<file path="src/rtl/float_pkg.sv">
// Shared constants, flag positions and operand classification for the float add/sub pipeline.
package float_pkg;

  localparam int EXP_W_DEF = 8;
  localparam int MAN_W_DEF = 23;

  // out_flags = {invalid, overflow, underflow, inexact}
  localparam int FLAG_INVALID   = 3;
  localparam int FLAG_OVERFLOW  = 2;
  localparam int FLAG_UNDERFLOW = 1;
  localparam int FLAG_INEXACT   = 0;

  typedef struct packed {
    logic sign;
    logic is_zero;
    logic is_inf;
    logic is_nan;
    logic is_snan;
  } op_class_t;

  function automatic logic [63:0] qnan_word(input int exp_w, input int man_w);
    logic [63:0] w;
    w = '0;
    for (int i = 0; i < exp_w; i++) w[man_w+i] = 1'b1;
    w[man_w-1] = 1'b1;
    return w;
  endfunction

  function automatic logic [63:0] inf_mag_word(input int exp_w, input int man_w);
    logic [63:0] w;
    w = '0;
    for (int i = 0; i < exp_w; i++) w[man_w+i] = 1'b1;
    return w;
  endfunction

endpackage

</file>
<file path="src/rtl/lzc.sv">
// Combinational leading-zero count; an all-zero vector returns W.
module lzc #(
  parameter int W  = 27,
  parameter int CW = $clog2(W+1)
) (
  input  logic [W-1:0]  vec,
  output logic [CW-1:0] cnt
);

  always_comb begin
    cnt = CW'(W);
    for (int i = 0; i < W; i++) begin
      if (vec[i]) cnt = CW'(W-1-i);
    end
  end

endmodule

</file>
<file path="src/rtl/float_addsub_pipe.sv">
// IEEE-754 add/sub, flush-to-zero, RNE rounding; 3-stage pipeline, latency 3.
// Valid/ready at both ends: each stage advances when its successor is empty or advancing.
module float_addsub_pipe
  import float_pkg::*;
#(
  parameter int EXP_W = EXP_W_DEF,
  parameter int MAN_W = MAN_W_DEF
) (
  input  logic                   clk,
  input  logic                   rst_n,
  input  logic                   in_valid,
  output logic                   in_ready,
  input  logic [EXP_W+MAN_W:0]   in_a,
  input  logic [EXP_W+MAN_W:0]   in_b,
  input  logic                   in_sub,
  output logic                   out_valid,
  input  logic                   out_ready,
  output logic [EXP_W+MAN_W:0]   out_sum,
  output logic [3:0]             out_flags
);

  localparam int W  = 1 + EXP_W + MAN_W;
  localparam int SW = MAN_W + 4;
  localparam int EW = EXP_W + 2;
  localparam int CW = $clog2(SW+1);
  localparam logic [EXP_W-1:0] EXP_ONES = '1;
  localparam logic [W-1:0]     QNAN     = W'(qnan_word(EXP_W, MAN_W));
  localparam logic [W-2:0]     INF_MAG  = (W-1)'(inf_mag_word(EXP_W, MAN_W));

  logic s1_vld, s2_vld, s3_vld;
  logic en1, en2, en3;

  assign en3       = !s3_vld || out_ready;
  assign en2       = !s2_vld || en3;
  assign en1       = !s1_vld || en2;
  assign in_ready  = en1;
  assign out_valid = s3_vld;

  // ---------------- S1: unpack / classify / swap / align ----------------
  logic [EXP_W-1:0] ea, eb;
  logic [MAN_W-1:0] ma, mb, ma_f, mb_f;
  op_class_t        ca, cb;
  logic             swap, res_sign, eff_sub;
  logic [EXP_W-1:0] big_e, small_e, d;
  logic [MAN_W:0]   big_sig, small_sig;
  logic [2*SW-1:0]  wide;
  logic [SW-1:0]    aligned;
  logic             special;
  logic [W-1:0]     spec_val;
  logic [3:0]       spec_flags;

  assign ea = in_a[W-2:MAN_W];
  assign eb = in_b[W-2:MAN_W];
  assign ma = in_a[MAN_W-1:0];
  assign mb = in_b[MAN_W-1:0];

  assign ca = '{sign: in_a[W-1], is_zero: (ea == '0),
                is_inf: (ea == EXP_ONES) && (ma == '0),
                is_nan: (ea == EXP_ONES) && (ma != '0),
                is_snan: (ea == EXP_ONES) && (ma != '0) && !ma[MAN_W-1]};
  assign cb = '{sign: in_b[W-1] ^ in_sub, is_zero: (eb == '0),
                is_inf: (eb == EXP_ONES) && (mb == '0),
                is_nan: (eb == EXP_ONES) && (mb != '0),
                is_snan: (eb == EXP_ONES) && (mb != '0) && !mb[MAN_W-1]};

  assign ma_f = ca.is_zero ? '0 : ma;
  assign mb_f = cb.is_zero ? '0 : mb;

  always_comb begin
    swap      = {eb, mb_f} > {ea, ma_f};
    big_e     = swap ? eb : ea;
    small_e   = swap ? ea : eb;
    big_sig   = swap ? {!cb.is_zero, mb_f} : {!ca.is_zero, ma_f};
    small_sig = swap ? {!ca.is_zero, ma_f} : {!cb.is_zero, mb_f};
    res_sign  = swap ? cb.sign : ca.sign;
    eff_sub   = ca.sign ^ cb.sign;
    d         = big_e - small_e;
    wide      = {small_sig, 3'b000, {SW{1'b0}}} >> d;
    if (32'(d) >= 32'(MAN_W+3))
      aligned = {{(SW-1){1'b0}}, |small_sig};
    else
      aligned = wide[2*SW-1:SW] | {{(SW-1){1'b0}}, |wide[SW-1:0]};

    special    = 1'b0;
    spec_val   = QNAN;
    spec_flags = '0;
    if (ca.is_nan || cb.is_nan) begin
      special                  = 1'b1;
      spec_flags[FLAG_INVALID] = ca.is_snan || cb.is_snan;
    end else if (ca.is_inf && cb.is_inf && eff_sub) begin
      special                  = 1'b1;
      spec_flags[FLAG_INVALID] = 1'b1;
    end else if (ca.is_inf) begin
      special  = 1'b1;
      spec_val = {ca.sign, INF_MAG};
    end else if (cb.is_inf) begin
      special  = 1'b1;
      spec_val = {cb.sign, INF_MAG};
    end
  end

  logic             s1_sign, s1_sub, s1_spec;
  logic [EXP_W-1:0] s1_exp;
  logic [SW-1:0]    s1_big, s1_small;
  logic [W-1:0]     s1_spec_val;
  logic [3:0]       s1_spec_flags;

  always_ff @(posedge clk) begin
    if (en1 && in_valid) begin
      s1_sign       <= res_sign;
      s1_sub        <= eff_sub;
      s1_exp        <= big_e;
      s1_big        <= {big_sig, 3'b000};
      s1_small      <= aligned;
      s1_spec       <= special;
      s1_spec_val   <= spec_val;
      s1_spec_flags <= spec_flags;
    end
  end

  // ---------------- S2: significand add / subtract ----------------
  logic [SW:0]   sum;
  logic [SW-1:0] man2;
  logic [EW-1:0] exp2;

  always_comb begin
    sum = s1_sub ? ({1'b0, s1_big} - {1'b0, s1_small})
                 : ({1'b0, s1_big} + {1'b0, s1_small});
    if (sum[SW]) begin
      man2 = sum[SW:1] | {{(SW-1){1'b0}}, sum[0]};
      exp2 = EW'(s1_exp) + EW'(1);
    end else begin
      man2 = sum[SW-1:0];
      exp2 = EW'(s1_exp);
    end
  end

  logic             s2_sign, s2_sub, s2_spec;
  logic [EW-1:0]    s2_exp;
  logic [SW-1:0]    s2_man;
  logic [W-1:0]     s2_spec_val;
  logic [3:0]       s2_spec_flags;

  always_ff @(posedge clk) begin
    if (en2 && s1_vld) begin
      s2_sign       <= s1_sign;
      s2_sub        <= s1_sub;
      s2_exp        <= exp2;
      s2_man        <= man2;
      s2_spec       <= s1_spec;
      s2_spec_val   <= s1_spec_val;
      s2_spec_flags <= s1_spec_flags;
    end
  end

  // ---------------- S3: normalise / round / pack ----------------
  logic [CW-1:0]  lz;
  logic [SW-1:0]  norm;
  logic [EW-1:0]  exp_n, exp_r;
  logic [MAN_W+1:0] mant;
  logic           rnd_up;
  logic [W-1:0]   res;
  logic [3:0]     flags;

  lzc #(.W(SW)) u_lzc (.vec(s2_man), .cnt(lz));

  always_comb begin
    norm   = s2_man << lz;
    exp_n  = s2_exp - EW'(lz);
    rnd_up = norm[2] & (norm[3] | norm[1] | norm[0]);
    mant   = {1'b0, norm[SW-1:3]} + {{(MAN_W+1){1'b0}}, rnd_up};
    exp_r  = mant[MAN_W+1] ? exp_n + EW'(1) : exp_n;
    res    = {s2_sign, exp_r[EXP_W-1:0], mant[MAN_W-1:0]};
    flags  = '0;
    flags[FLAG_INEXACT] = |norm[2:0];
    if (s2_spec) begin
      res   = s2_spec_val;
      flags = s2_spec_flags;
    end else if (mant[MAN_W+1:MAN_W] == 2'b00) begin
      // no hidden bit after normalising means the significand was zero
      res   = {s2_sign & ~s2_sub, {(W-1){1'b0}}};
      flags = '0;
    end else if (exp_r[EW-1] || exp_r == '0) begin
      res                   = '0;
      flags                 = '0;
      flags[FLAG_UNDERFLOW] = 1'b1;
      flags[FLAG_INEXACT]   = 1'b1;
    end else if (exp_r >= EW'(EXP_ONES)) begin
      res                  = {s2_sign, INF_MAG};
      flags                = '0;
      flags[FLAG_OVERFLOW] = 1'b1;
      flags[FLAG_INEXACT]  = 1'b1;
    end
  end

  always_ff @(posedge clk) begin
    if (!rst_n) begin
      s1_vld    <= 1'b0;
      s2_vld    <= 1'b0;
      s3_vld    <= 1'b0;
      out_sum   <= '0;
      out_flags <= '0;
    end else begin
      if (en1) s1_vld <= in_valid;
      if (en2) s2_vld <= s1_vld;
      if (en3) begin
        s3_vld <= s2_vld;
        if (s2_vld) begin
          out_sum   <= res;
          out_flags <= flags;
        end
      end
    end
  end

endmodule

</file>
<file path="config.mk">
export PLATFORM = sky130hd
export DESIGN_NAME = float_addsub_pipe
export DESIGN_NICKNAME = d
export VERILOG_FILES = /design/src/rtl/float_pkg.sv /design/src/rtl/lzc.sv /design/src/rtl/float_addsub_pipe.sv
export SDC_FILE = /design/constraint.sdc
export NUM_CORES = 1
export LEC_CHECK = 0
export ABC_AREA = 1
export CORE_ASPECT_RATIO = 0.6
export CORE_MARGIN = 1
export CORE_UTILIZATION = 30
export DETAILED_ROUTE_END_ITERATION = 6
export GPL_TIMING_DRIVEN = 0
export HOLD_SLACK_MARGIN = 0.03
export PLACE_DENSITY_LB_ADDON = 0.2
export SYNTH_ARGS = -nofsm -noshare
export SYNTH_HDL_FRONTEND = slang
export SYNTH_HIERARCHICAL = 1
export SYNTH_SLANG_ARGS = --single-unit
</file>
<file path="constraint.sdc">
create_clock -name clk -period 7.7 [get_ports clk]
set_clock_uncertainty 0.2 [all_clocks]
set_input_delay 1.54 -clock clk [delete_from_list [all_inputs] [get_ports clk]]
set_output_delay 1.54 -clock clk [all_outputs]
set_load 0.01 [all_outputs]
</file>
==> out/metrics.cfg <==
[min_path]
hold_depth = 0
hold_class = register to register
min_from = s1_spec_val[22]$_SDFFCE_PP1P_

[power_and_ir_drop]
leakagePower_uw = 0.007647
powerDensity_mw_per_mm2 = 211.0
ir_drop_mv = 0.1784

[synthesis]
synth.most_common_cell = nand2_1
synthFlopType = edfxtp_1
ys_async_sr_fraction_pct = 0
synth-edff-count = 107
ys_seq_area_share_pct = 27.94
syn_area_mm2 = 0.01430
synthCells = 2125
yosysWarnings = 6
syn_avg_cell_area_um2 = 6.728
synth_fp_nets = 2279
yosysTopAreaCell = edfxtp_1
ys_ff_latch = 146
yosysTopAreaCellShare_pct = 22.48
ys_types = 65
synthTopCellsByArea = edfxtp_1 22%, nand2_1 14%, nand3_1 7.5%, ha_1 7.3%, inv_1 6.2%
ys_top_cells_by_count = 545 x nand2_1, 238 x inv_1, 215 x nand3_1, 169 x nor2_1, 116 x o21ai_0

[routing]
drt-wirelength-per-cell_um = 19.50
drtIter0Drc = 1529
vias = 15280
ant_nets = 0
firstDrtPassIters = 6
post-route-drc-count = 0
drt-total-wl_mm = 56.53
viasPerCell = 5.272

[critical_path]
required_ps = 7680
rr_worst_depth = 55
crit_path_top_delay_cell = clkdlybuf4s50_1
slowest_delay_ps = 570
critical_path.startpoint = in_a[26]
cpMostUsedCell = nand2_1
critPathLaunchType = input port
setup.worst_path.end_class = register
worstPathArrival_ps = 7430
timing.rr.start = s2_man[2]$_DFFE_PP_
path_class = input port to register
cp_max_fo = 10

[global_route]
grt_pass1_wl_mm = 85.17
grt_overflow = 0
grt_use_met3_pct = 9.907
first_global_vias = 14070
antenna_found_initial = 1
met1_usage_pct = 36.55
grt_use_total_pct = 23.23
use_met2_pct = 27.73
busiest_layer = met1
grt_max_degree = 44

[clocking]
insertion_delay_ps = 440
clockRootBuffer = clkbuf_16
h-tree-depth = 4
cts_buffer_depth = 2
cts_tree = done
cts_buffers = 17
hold_buffers = 0
cts_sinks = 146
clk_pin_slew_worst_paths_ps = 60

[placement]
hpwl_mm = 47.91
numPlacedInstances = 2862
gp_congestion = 1.011
io_buffers = 106
dpl-instance-area_mm2 = 0.01617

[timing]
hold_viol = 0
timing.slew.headroom_pct = 2.579
slew_viol_final = 0
worst_slew_pin_slew_ps = 1448
max_freq_ghz = 0.1344
min_period_ps = 7441
finalSetupViolCount = 0
setup_tns_ps = 0
period_share_pct = 96.63

[final_layout]
layout-drive-gt1-share_pct = 8.506
num-nets-final = 2410
finalInstanceArea_mm2 = 0.01705
final_cells = 2899
nFillCells = 5045
final_util_pct = 36.56
antennaDiodeCount = 0
area_growth_pct = 19.25

[floorplan]
initial_core_util_pct = 30.66
die_area_mm2 = 0.04856
core_area_mm2 = 0.04663
dieHeight_um = 171.1
die_w_um = 283.8
num_rows = 61
pin_count = 107

[run_status]
status = complete, no violations

[run]
drv_cap = 0

critical path, delay by kind of cell:
family	cells	cell delay [ps]
AND/OR/NAND/NOR	23	2710
buffers and inverters	9	1850
AO/OA/AOI/OAI	3	520
adder cells (fa/ha/maj)	2	520
XOR/XNOR	1	250
path summary, 6_finish.rpt:
check / endpoint / slack (ps)
min reg2reg: s2_spec_val[22]$_DFFE_PP_ / 220
max reg2reg: out_sum[2]$_SDFFE_PN0P_ / 700
max: s1_small[0]$_DFFE_PP_ / 260
min: s2_spec_val[22]$_DFFE_PP_ / 220
layer usage:
metal	vias to the layer above	routed length, um	share of wire [%]
met3	25	6679	12
met2	521	19050	34
met5	-	186	0.33
met1	7273	30190	53
met4	2	421	0.74
li1	7462	-	-
state kept, by name, indices dropped and copies added, names as in the netlist, 2 cells and up:
name,cells
out_sum,32
s1_small,27
s2_man,27
s1_big,24
s2_exp,9
s1_exp,8
out_flags,4
s1_spec_val,2
s2_spec_val,2
cell type report:
cell class,count,area [um^2],area share (%)
well taps,630,788.3,4.624
inverters,256,974.7,5.717
plain buffers,91,478.0,2.803
multi-input cells,1632,9092,53.33
clock inverters,12,91.34,0.5357
flip-flops and latches,146,3994,23.43
repair buffers,112,1141,6.693
clock buffers,20,489.2,2.870
cells by family after synthesis:
| logic type | Yosys count | synth area share, % |
|---|---|---|
| compound gates | 363 | 14.66 |
| xor+xnor | 57 | 3.728 |
| fa+ha+maj | 85 | 7.544 |
| buf+inv | 347 | 10.03 |
| flops | 146 | 27.94 |
| mux | 19 | 1.330 |
| simple gates | 1108 | 34.77 |
where the power goes:
group | switching [uW] | internal [uW]
Sequential | 46.5 | 933
Clock | 351 | 464
Combinational | 1260 | 541
Total | 1660 | 1940
through the flow:
stage	hold slack, ps	worst slack [ps]	power [uW]
after floorplan	200.3	1699	2127
after global placement	210.1	-1281	2709
after detailed placement	206.2	-1228	2695
after CTS	221.8	22.99	3536
after global routing	233.1	-17.40	3839
final	219.5	259.3	3597
timing repair:
item	in CTS	in global routing
gates resized for setup	24	39
pin swaps	0	7
setup buffers	0	5
setup endpoints to repair	23	59
cell usage in the layout, fill, tap and decap left out, drive strengths merged, types with 11 or more instances in the layout:
master and count:
a21oi 118, buf 48, clkbuf 69, clkdlybuf4s50 102
dfxtp 39, edfxtp 107, ha 83, inv 261
mux2i 19, nand2 557, nand3 225, nand4 75
nor2 185, nor3 24, nor4 20, o21ai 144
o22ai 49, or2 11, xnor2 11, xor2 46
No activity file was read; power rests on OpenSTA's default activity.
